**src/rtl/time_counters_pkg.sv**
```systemverilog
// -----------------------------------------------------------------------------
// time_counters_pkg
// Shared constants for the time-of-day counter block: field maxima, field
// widths and the bit positions of the per-field enable vector.
// No ports (package).
// -----------------------------------------------------------------------------
package time_counters_pkg;

    // Terminal values of each field (the value that wraps back to zero)
    localparam int SEC_MAX  = 59;
    localparam int MIN_MAX  = 59;
    localparam int HOUR_MAX = 23;

    // Field widths
    localparam int SEC_W  = 6;
    localparam int MIN_W  = 6;
    localparam int HOUR_W = 5;

    // Bit positions inside the 3-bit enable vector
    localparam int EN_SEC  = 0;
    localparam int EN_MIN  = 1;
    localparam int EN_HOUR = 2;

endpackage

```
**src/rtl/time_counters_mod_counter.sv**
```systemverilog
// -----------------------------------------------------------------------------
// mod_counter
// Modulo-(MAX+1) up counter used for the seconds, minutes and hours fields.
//
// Ports
//   clock   : system clock, rising-edge active
//   reset_n : asynchronous active-low reset, forces value to 0
//   clear   : synchronous clear, wins over inc
//   inc     : advance by one on this edge (MAX wraps to 0)
//   value   : registered count, 0..MAX
//   carry   : high in the cycle where inc would wrap MAX -> 0
// -----------------------------------------------------------------------------
module mod_counter
    import time_counters_pkg::*;
#(
    parameter int MAX   = 59,
    parameter int WIDTH = 6
) (
    input  logic             clock,
    input  logic             reset_n,
    input  logic             clear,
    input  logic             inc,
    output logic [WIDTH-1:0] value,
    output logic             carry
);

    localparam logic [WIDTH-1:0] MAX_V = WIDTH'(MAX);

    logic at_max;

    assign at_max = (value == MAX_V);

    // A clear suppresses the wrap, so it must suppress the carry as well.
    assign carry = inc & ~clear & at_max;

    always_ff @(posedge clock or negedge reset_n) begin
        if (!reset_n) begin
            value <= '0;
        end else if (clear) begin
            value <= '0;
        end else if (inc) begin
            value <= at_max ? '0 : value + 1'b1;
        end
    end

endmodule

```
**src/rtl/time_counters.sv**
```systemverilog
// -----------------------------------------------------------------------------
// time_counters
// Hours/minutes/seconds time-of-day counter driven by a one-second prescaler,
// with per-field enables and a manual increment button for minutes/hours.
//
// Ports
//   i_Clock                     : system clock, rising-edge active
//   i_Reset_n                   : asynchronous active-low reset
//   i_Counters_Reset            : synchronous clear of seconds and prescaler
//   i_Counters_Enable_Increment : allows the manual button to increment
//   i_Counters_Enable_Count[2:0]: per-field enable (0 sec, 1 min, 2 hour)
//   i_Increment                 : debounced manual button level
//   o_Seconds[5:0]              : seconds 0..59
//   o_Minutes[5:0]              : minutes 0..59
//   o_Hours[4:0]                : hours 0..23
//   o_Tick                      : one-cycle pulse at prescaler terminal count
// -----------------------------------------------------------------------------
module time_counters
    import time_counters_pkg::*;
#(
    parameter int TICK_DIV = 50_000_000
) (
    input  logic        i_Clock,
    input  logic        i_Reset_n,
    input  logic        i_Counters_Reset,
    input  logic        i_Counters_Enable_Increment,
    input  logic [2:0]  i_Counters_Enable_Count,
    input  logic        i_Increment,
    output logic [5:0]  o_Seconds,
    output logic [5:0]  o_Minutes,
    output logic [4:0]  o_Hours,
    output logic        o_Tick
);

    localparam int              PRE_W    = (TICK_DIV > 1) ? $clog2(TICK_DIV) : 1;
    localparam logic [PRE_W-1:0] PRE_LAST = PRE_W'(TICK_DIV - 1);

    logic [PRE_W-1:0] prescaler;
    logic [PRE_W-1:0] prescaler_next;
    logic             inc_prev;
    logic             manual_pulse;
    logic             sec_inc;
    logic             min_inc;
    logic             hour_inc;
    logic             sec_carry;
    logic             min_carry;
    logic             hour_carry;

    assign prescaler_next = prescaler + 1'b1;

    // o_Tick is registered: it is loaded one edge early so that it is high
    // exactly while the prescaler holds its terminal value.
    always_ff @(posedge i_Clock or negedge i_Reset_n) begin
        if (!i_Reset_n) begin
            prescaler <= '0;
            o_Tick    <= 1'b0;
        end else if (i_Counters_Reset) begin
            prescaler <= '0;
            o_Tick    <= 1'b0;
        end else if (prescaler == PRE_LAST) begin
            prescaler <= '0;
            o_Tick    <= 1'b0;
        end else begin
            prescaler <= prescaler_next;
            o_Tick    <= (prescaler_next == PRE_LAST);
        end
    end

    // Previous button level resets to 1 so a button held through reset
    // release is not seen as a fresh press.
    always_ff @(posedge i_Clock or negedge i_Reset_n) begin
        if (!i_Reset_n) begin
            inc_prev <= 1'b1;
        end else begin
            inc_prev <= i_Increment;
        end
    end

    assign manual_pulse = i_Increment & ~inc_prev & i_Counters_Enable_Increment;

    assign sec_inc  = o_Tick & i_Counters_Enable_Count[EN_SEC];
    assign min_inc  = i_Counters_Enable_Count[EN_MIN] & (sec_carry | manual_pulse);
    // A minutes wrap caused only by the button must not reach hours, so the
    // minutes carry is qualified by the seconds carry that caused it.
    assign hour_inc = i_Counters_Enable_Count[EN_HOUR]
                      & ((min_carry & sec_carry) | manual_pulse);

    mod_counter #(
        .MAX   (SEC_MAX),
        .WIDTH (SEC_W)
    ) u_seconds (
        .clock   (i_Clock),
        .reset_n (i_Reset_n),
        .clear   (i_Counters_Reset),
        .inc     (sec_inc),
        .value   (o_Seconds),
        .carry   (sec_carry)
    );

    mod_counter #(
        .MAX   (MIN_MAX),
        .WIDTH (MIN_W)
    ) u_minutes (
        .clock   (i_Clock),
        .reset_n (i_Reset_n),
        .clear   (1'b0),
        .inc     (min_inc),
        .value   (o_Minutes),
        .carry   (min_carry)
    );

    // Hours carry is unused: 23 -> 0 ends the chain.
    mod_counter #(
        .MAX   (HOUR_MAX),
        .WIDTH (HOUR_W)
    ) u_hours (
        .clock   (i_Clock),
        .reset_n (i_Reset_n),
        .clear   (1'b0),
        .inc     (hour_inc),
        .value   (o_Hours),
        .carry   (hour_carry)
    );

    logic unused_ok;
    assign unused_ok = hour_carry;

endmodule

```
**config.mk**
```make
export PLATFORM = sky130hd
export DESIGN_NAME = time_counters
export DESIGN_NICKNAME = d
export VERILOG_FILES = /design/src/rtl/time_counters_pkg.sv /design/src/rtl/time_counters_mod_counter.sv /design/src/rtl/time_counters.sv
export SDC_FILE = /design/constraint.sdc
export NUM_CORES = 1
export LEC_CHECK = 0
export BUFFER_PORTS_ARGS = -buffer_cell sky130_fd_sc_hd__buf_2
export CAP_MARGIN = 20
export CORE_MARGIN = 2
export CORE_UTILIZATION = 56
export DETAILED_ROUTE_END_ITERATION = 8
export PLACE_DENSITY_LB_ADDON = 0.12
export SLEW_MARGIN = 20
export SYNTH_ARGS = -nofsm -noshare
export SYNTH_HDL_FRONTEND = slang
export SYNTH_HIERARCHICAL = 1
export SYNTH_SLANG_ARGS = --single-unit
```
**constraint.sdc**
```tcl
create_clock -name i_Clock -period 4.1 [get_ports i_Clock]
set_clock_uncertainty 0.15 [all_clocks]
set_input_delay 0.205 -clock i_Clock [delete_from_list [all_inputs] [get_ports i_Clock]]
set_output_delay 0.205 -clock i_Clock [all_outputs]
set_load 0.05 [all_outputs]
```
; Word-level counts from Yosys, hierarchy flattened
; Cells that the tools add are included.
[word_totals]
reg_bits = 45
inputBits = 8
out_inout_bits = 18
word_cells = 38
[classes]
n_addsub = 4
n_eq_ne = 5
muxes = 9
bitwise_logic = 13
reduce_logical = 1
[op_table]
columns = cell, count
row1 = $eq A26 B26 Y1 const B, 2
row2 = $mux W26, 2
row3 = $add A26 B1 Y26 const B, 1
row4 = $mux W6, 4
row5 = $add A6 B1 Y6 const B, 2
row6 = $eq A6 B6 Y1 const B, 2
row7 = $and A1 B1 Y1, 9
row8 = $add A5 B1 Y5 const B, 1
row9 = $eq A5 B5 Y1 const B, 1
row10 = $mux W5, 1
row11 = $mux W1, 2
row12 = $not A1 Y1, 2
row13 = $or A1 B1 Y1, 2
row14 = $reduce_bool A2 Y1, 1

; Depth between registers and ports, before layout
[logic_depth]
ltp_word = 9
ltp_mapped = 12
mapped_depth_nobuf = 10

; By module
; Netlist, hierarchy kept.
[modules_own_cells]
columns = mod, instances, cells_per_inst, area_per_inst_um2, seq_area_each_um2
row1 = time_counters, 1, 170, 1564.0, 701.9
row2 = mod_counter (u_minutes ...), 2, 37, 346.6, 150.1
row3 = mod_counter (u_hours), 1, 24, 264.0, 125.1

; Worst setup path after synthesis
; Ideal clock, no wire load.
[synth_path]
kind = register to register
start = reg u_seconds.value[0]
end = reg u_hours.value[3]
setup_ns = 0.125
arrival_time_ns = 2.604
required_time_ns = 3.825
slack_ns = 1.221
stages_incl_launch_ff = 13
n_path_buf = 2
synth_period_minus_slack_ns = 2.879
path_cell_list = dfrtp_1 > ha_1 > nand2b_1 > or2_1 > nor3b_1 > o21a_1 > buf_2 > nor3b_1 > a21oi_1 > nor2b_1 > buf_2 > nand4_1 > mux2i_1
[synth_between]
elab_chain_cells = 8
[synth_lines]
columns = item, line_no
row1 = from (decl), time_counters_mod_counter.sv:23  ; output logic [WIDTH-1:0] value,
row2 = from (signal assigned), time_counters_mod_counter.sv:42  ; value <= at_max ? '0 : value + 1'b1;
row3 = $eq A6 B6 Y1, time_counters_mod_counter.sv:31  ; assign at_max = (value == MAX_V);
row4 = $and A1 B1 Y1, time_counters_mod_counter.sv:34  ; assign carry = inc & ~clear & at_max;
row5 = named net sec_carry, time_counters.sv:45  ; logic sec_carry;
row6 = $or A1 B1 Y1, time_counters.sv:82  ; assign min_inc = i_Counters_Enable_Count[EN_MIN] & (sec_carry | manual_pulse);
row7 = $and A1 B1 Y1, time_counters.sv:82
row8 = named net min_inc, time_counters.sv:43  ; logic min_inc;
row9 = $and A1 B1 Y1, time_counters_mod_counter.sv:34
row10 = named net min_carry, time_counters.sv:46  ; logic min_carry;
row11 = $and A1 B1 Y1, time_counters.sv:86  ; & ((min_carry & sec_carry) | manual_pulse);
row12 = $or A1 B1 Y1, time_counters.sv:86
row13 = $and A1 B1 Y1, time_counters.sv:86
row14 = named net hour_inc, time_counters.sv:44  ; logic hour_inc;
row15 = to (signal assigned), time_counters_mod_counter.sv:42
row16 = to (decl), time_counters_mod_counter.sv:23
; The timed path passes the listed nets, and every way through them passes these cells.
; A chain may end at the register's enable or synchronous reset.

; Worst setup path after layout
; Same ends and word-level chain as after synthesis.

==> impl_metrics.csv <==
group,metric,value,unit
die,start_util,58.04,%
critical_path,worstPathCellList,"ha_1, nand2b_1, or2_1, nor3b_1, o21a_1, nor3b_1, a21oi_1, nor2b_1, nand4_1, mux2i_1",
finish,nets,309,
place,dp.cells,339,
global_route,antenna_found_initial,0,
power_and_ir_drop,peakVddDrop,0.1574,mV
finish,final_area,2794,um2
clock_tree,post_cts_buffers,0,
route,wirelength,4851,um
timing,max_freq,321.3,MHz
place,place_area,2681,um2
route,dr.pass1.iters,4,
route,dr.first_iter.drc_count,85,
clock_tree,root_buffer,"clkbuf_8",
clock_tree,cts_num_sinks,45,
logic_synthesis,synth_area,2510,um2
clock_tree,clock_latency,300,ps
die,fp-row-count,24,
route,drc,0,
timing,setup_violations,0,
clock_tree,htree_levels,2,
route,wl_per_cell,13.90,um
timing,fin_crit_sh,75.92,%
place,gp_congestion,0.8135,
timing,rsz0062_at_grt,"false",
place,portBuffers,25,
clock_tree,hold_buffers,2,
finish,layoutNonFillerInstCount,349,
power_and_ir_drop,p_int,0.6046,mW
power_and_ir_drop,p_comb_share,7.3,%
clock_tree,cts.path.max_buffers,2,
critical_path,end_kind,"register",
route,num_vias,2020,
critical_path,regToRegStartpoint,"u_seconds/value[0]",
hold_path,hp-start,"i_Counters_Reset",
logic_synthesis,yosys_warnings,6,
power_and_ir_drop,power_per_cell_area,285.9,nW/um2
hold_path,hold_end,"u_seconds/value[4]",
clock_tree,cts_buffers,5,
global_route,grt_max_degree,46,
power_and_ir_drop,sw_frac_of_total,24.30,%
global_route,grt_use_total,20.92,%
critical_path,max_stage_delay,420,ps
global_route,grt_use_met3,4.416,%
power_and_ir_drop,seqPwrFrac,57.8,%
timing,hold_viol,0,
clock_tree,cts_resized,0,
critical_path,r2r-end,"u_hours/value[3]",
timing,slew_viol_final,0,
outcome,status,"completed",
place,hpwl,3388,um
timing,relSlewSlack,57.00,%
critical_path,worstRegToRegCells,10,
critical_path,crit_fanout,10,
hold_path,worstHoldPathType,"in -> reg",
global_route,grt_use_met1,26.43,%
critical_path,crit_path_start_kind,"register",
die,core,4324,um2
route,drtAntennaViolNets,0,
logic_synthesis,avgSynthCellArea,9.436,um2
critical_path,crit_slowest_cell,"dfrtp_1",
finish,final_common_cell,"dfrtp_1",
global_route,grt-busiest-layer,"met2",
critical_path,r2r_slack,990,ps
finish,final_cell_mix,"44 x dfrtp_1, 40 x nor2_1, 24 x buf_2",
power_and_ir_drop,clockPowerShare,34.8,%
die,die_area,5033,um2
power_and_ir_drop,p_leak,1.175,nW
global_route,grt_pass1_vias,1902,
global_route,gr-total-overflow,0,
critical_path,crit_required,4170,ps
finish,n_antenna_cell,0,
power_and_ir_drop,switching_power,0.1941,mW
route,vias_per_cell,5.788,
die,die_w,70.95,um
clock_tree,tritoncts,"built",
clock_tree,clk_pin_slew,80,ps
timing,fin_crit,3113,ps
global_route,met2_usage,35.83,%
critical_path,worstPathArrival,3180,ps
critical_path,critPathMostFrequentCell,"nor3b_1",
die,io_pins,26,
timing,worst-slew-pin-transition,639.7,ps
critical_path,path_class,"reg -> reg",
finish,drive_gt1_share,15.15,%
finish,syn_to_final_growth,11.32,%
run,maxCapViolCount,0,
die,die_y,70.95,um
timing,fin_tns_setup,0,ps
global_route,grt_pass1_wl,8355,um
hold_path,whs_path_depth,2,
logic_synthesis,synthCells,266,
==> layout make-up <==
class | count | area, um2
fillers | 380 | 1530
multi-input cells | 214 | 1353
flip-flops and latches | 45 | 1127
repair buffers | 27 | 147.6
clock buffers | 8 | 90.09
well taps | 52 | 65.06
inverters | 3 | 11.26
==> critical path: cells and delay by family, from the launching register on <==
kind                       cells  cell delay, ps
and+or+nand+nor                6            1550
DFF                            1             420
adders and majority gates      1             260
AOI/OAI and AO/OA              2             450
muxes                          1             210
==> registers in the layout, summed over array words and instances (netlist names) <==
name / flops
o_Tick: 1
u_seconds/value: 6
prescaler: 26
u_minutes/value: 6
inc_prev: 1
u_hours/value: 5
==> per-stage QoR <==
step	util, %	hold WS (ps)	worst slack (ps)	total power, mW
2_1_floorplan	-	-240.6	1232	0.5053
3_3_place_gp	62.01	170.7	1186	0.5267
3_5_place_dp	62.01	174.5	1021	0.5278
4_1_cts	64.55	73.17	970.0	0.8068
5_1_grt	64.61	93.47	669.3	0.8296
6_report	64.61	74.25	987.5	0.7987
==> power by group through the flow <==
stage               clock network, mW  registers (mW)  logic [mW]
global placement                    0           0.470      0.0564
detailed placement                  0           0.471      0.0572
finish                          0.278           0.462      0.0587
floorplan                           0           0.484      0.0214
global route                    0.301           0.463      0.0656
CTS                             0.286           0.462      0.0589
==> metal layers <==
layer  part of all wire, %  wire [um]
met5                     0          0
met2                    49       2371
met4                   1.1         53
met1                    47       2270
met3                   3.2        155
==> worst max path at each step <==
stage                             from          endpoint  slack [ps]
finish              u_seconds/value[0]  u_hours/value[3]         990
floorplan           u_seconds/value[0]  u_hours/value[3]        1230
global placement    u_seconds/value[0]  u_hours/value[3]        1190
CTS                 u_seconds/value[0]  u_hours/value[3]         970
detailed placement  u_seconds/value[0]  u_hours/value[3]        1020
global route        u_seconds/value[0]  u_hours/value[3]         670
No activity file was read; power rests on OpenSTA's default activity.
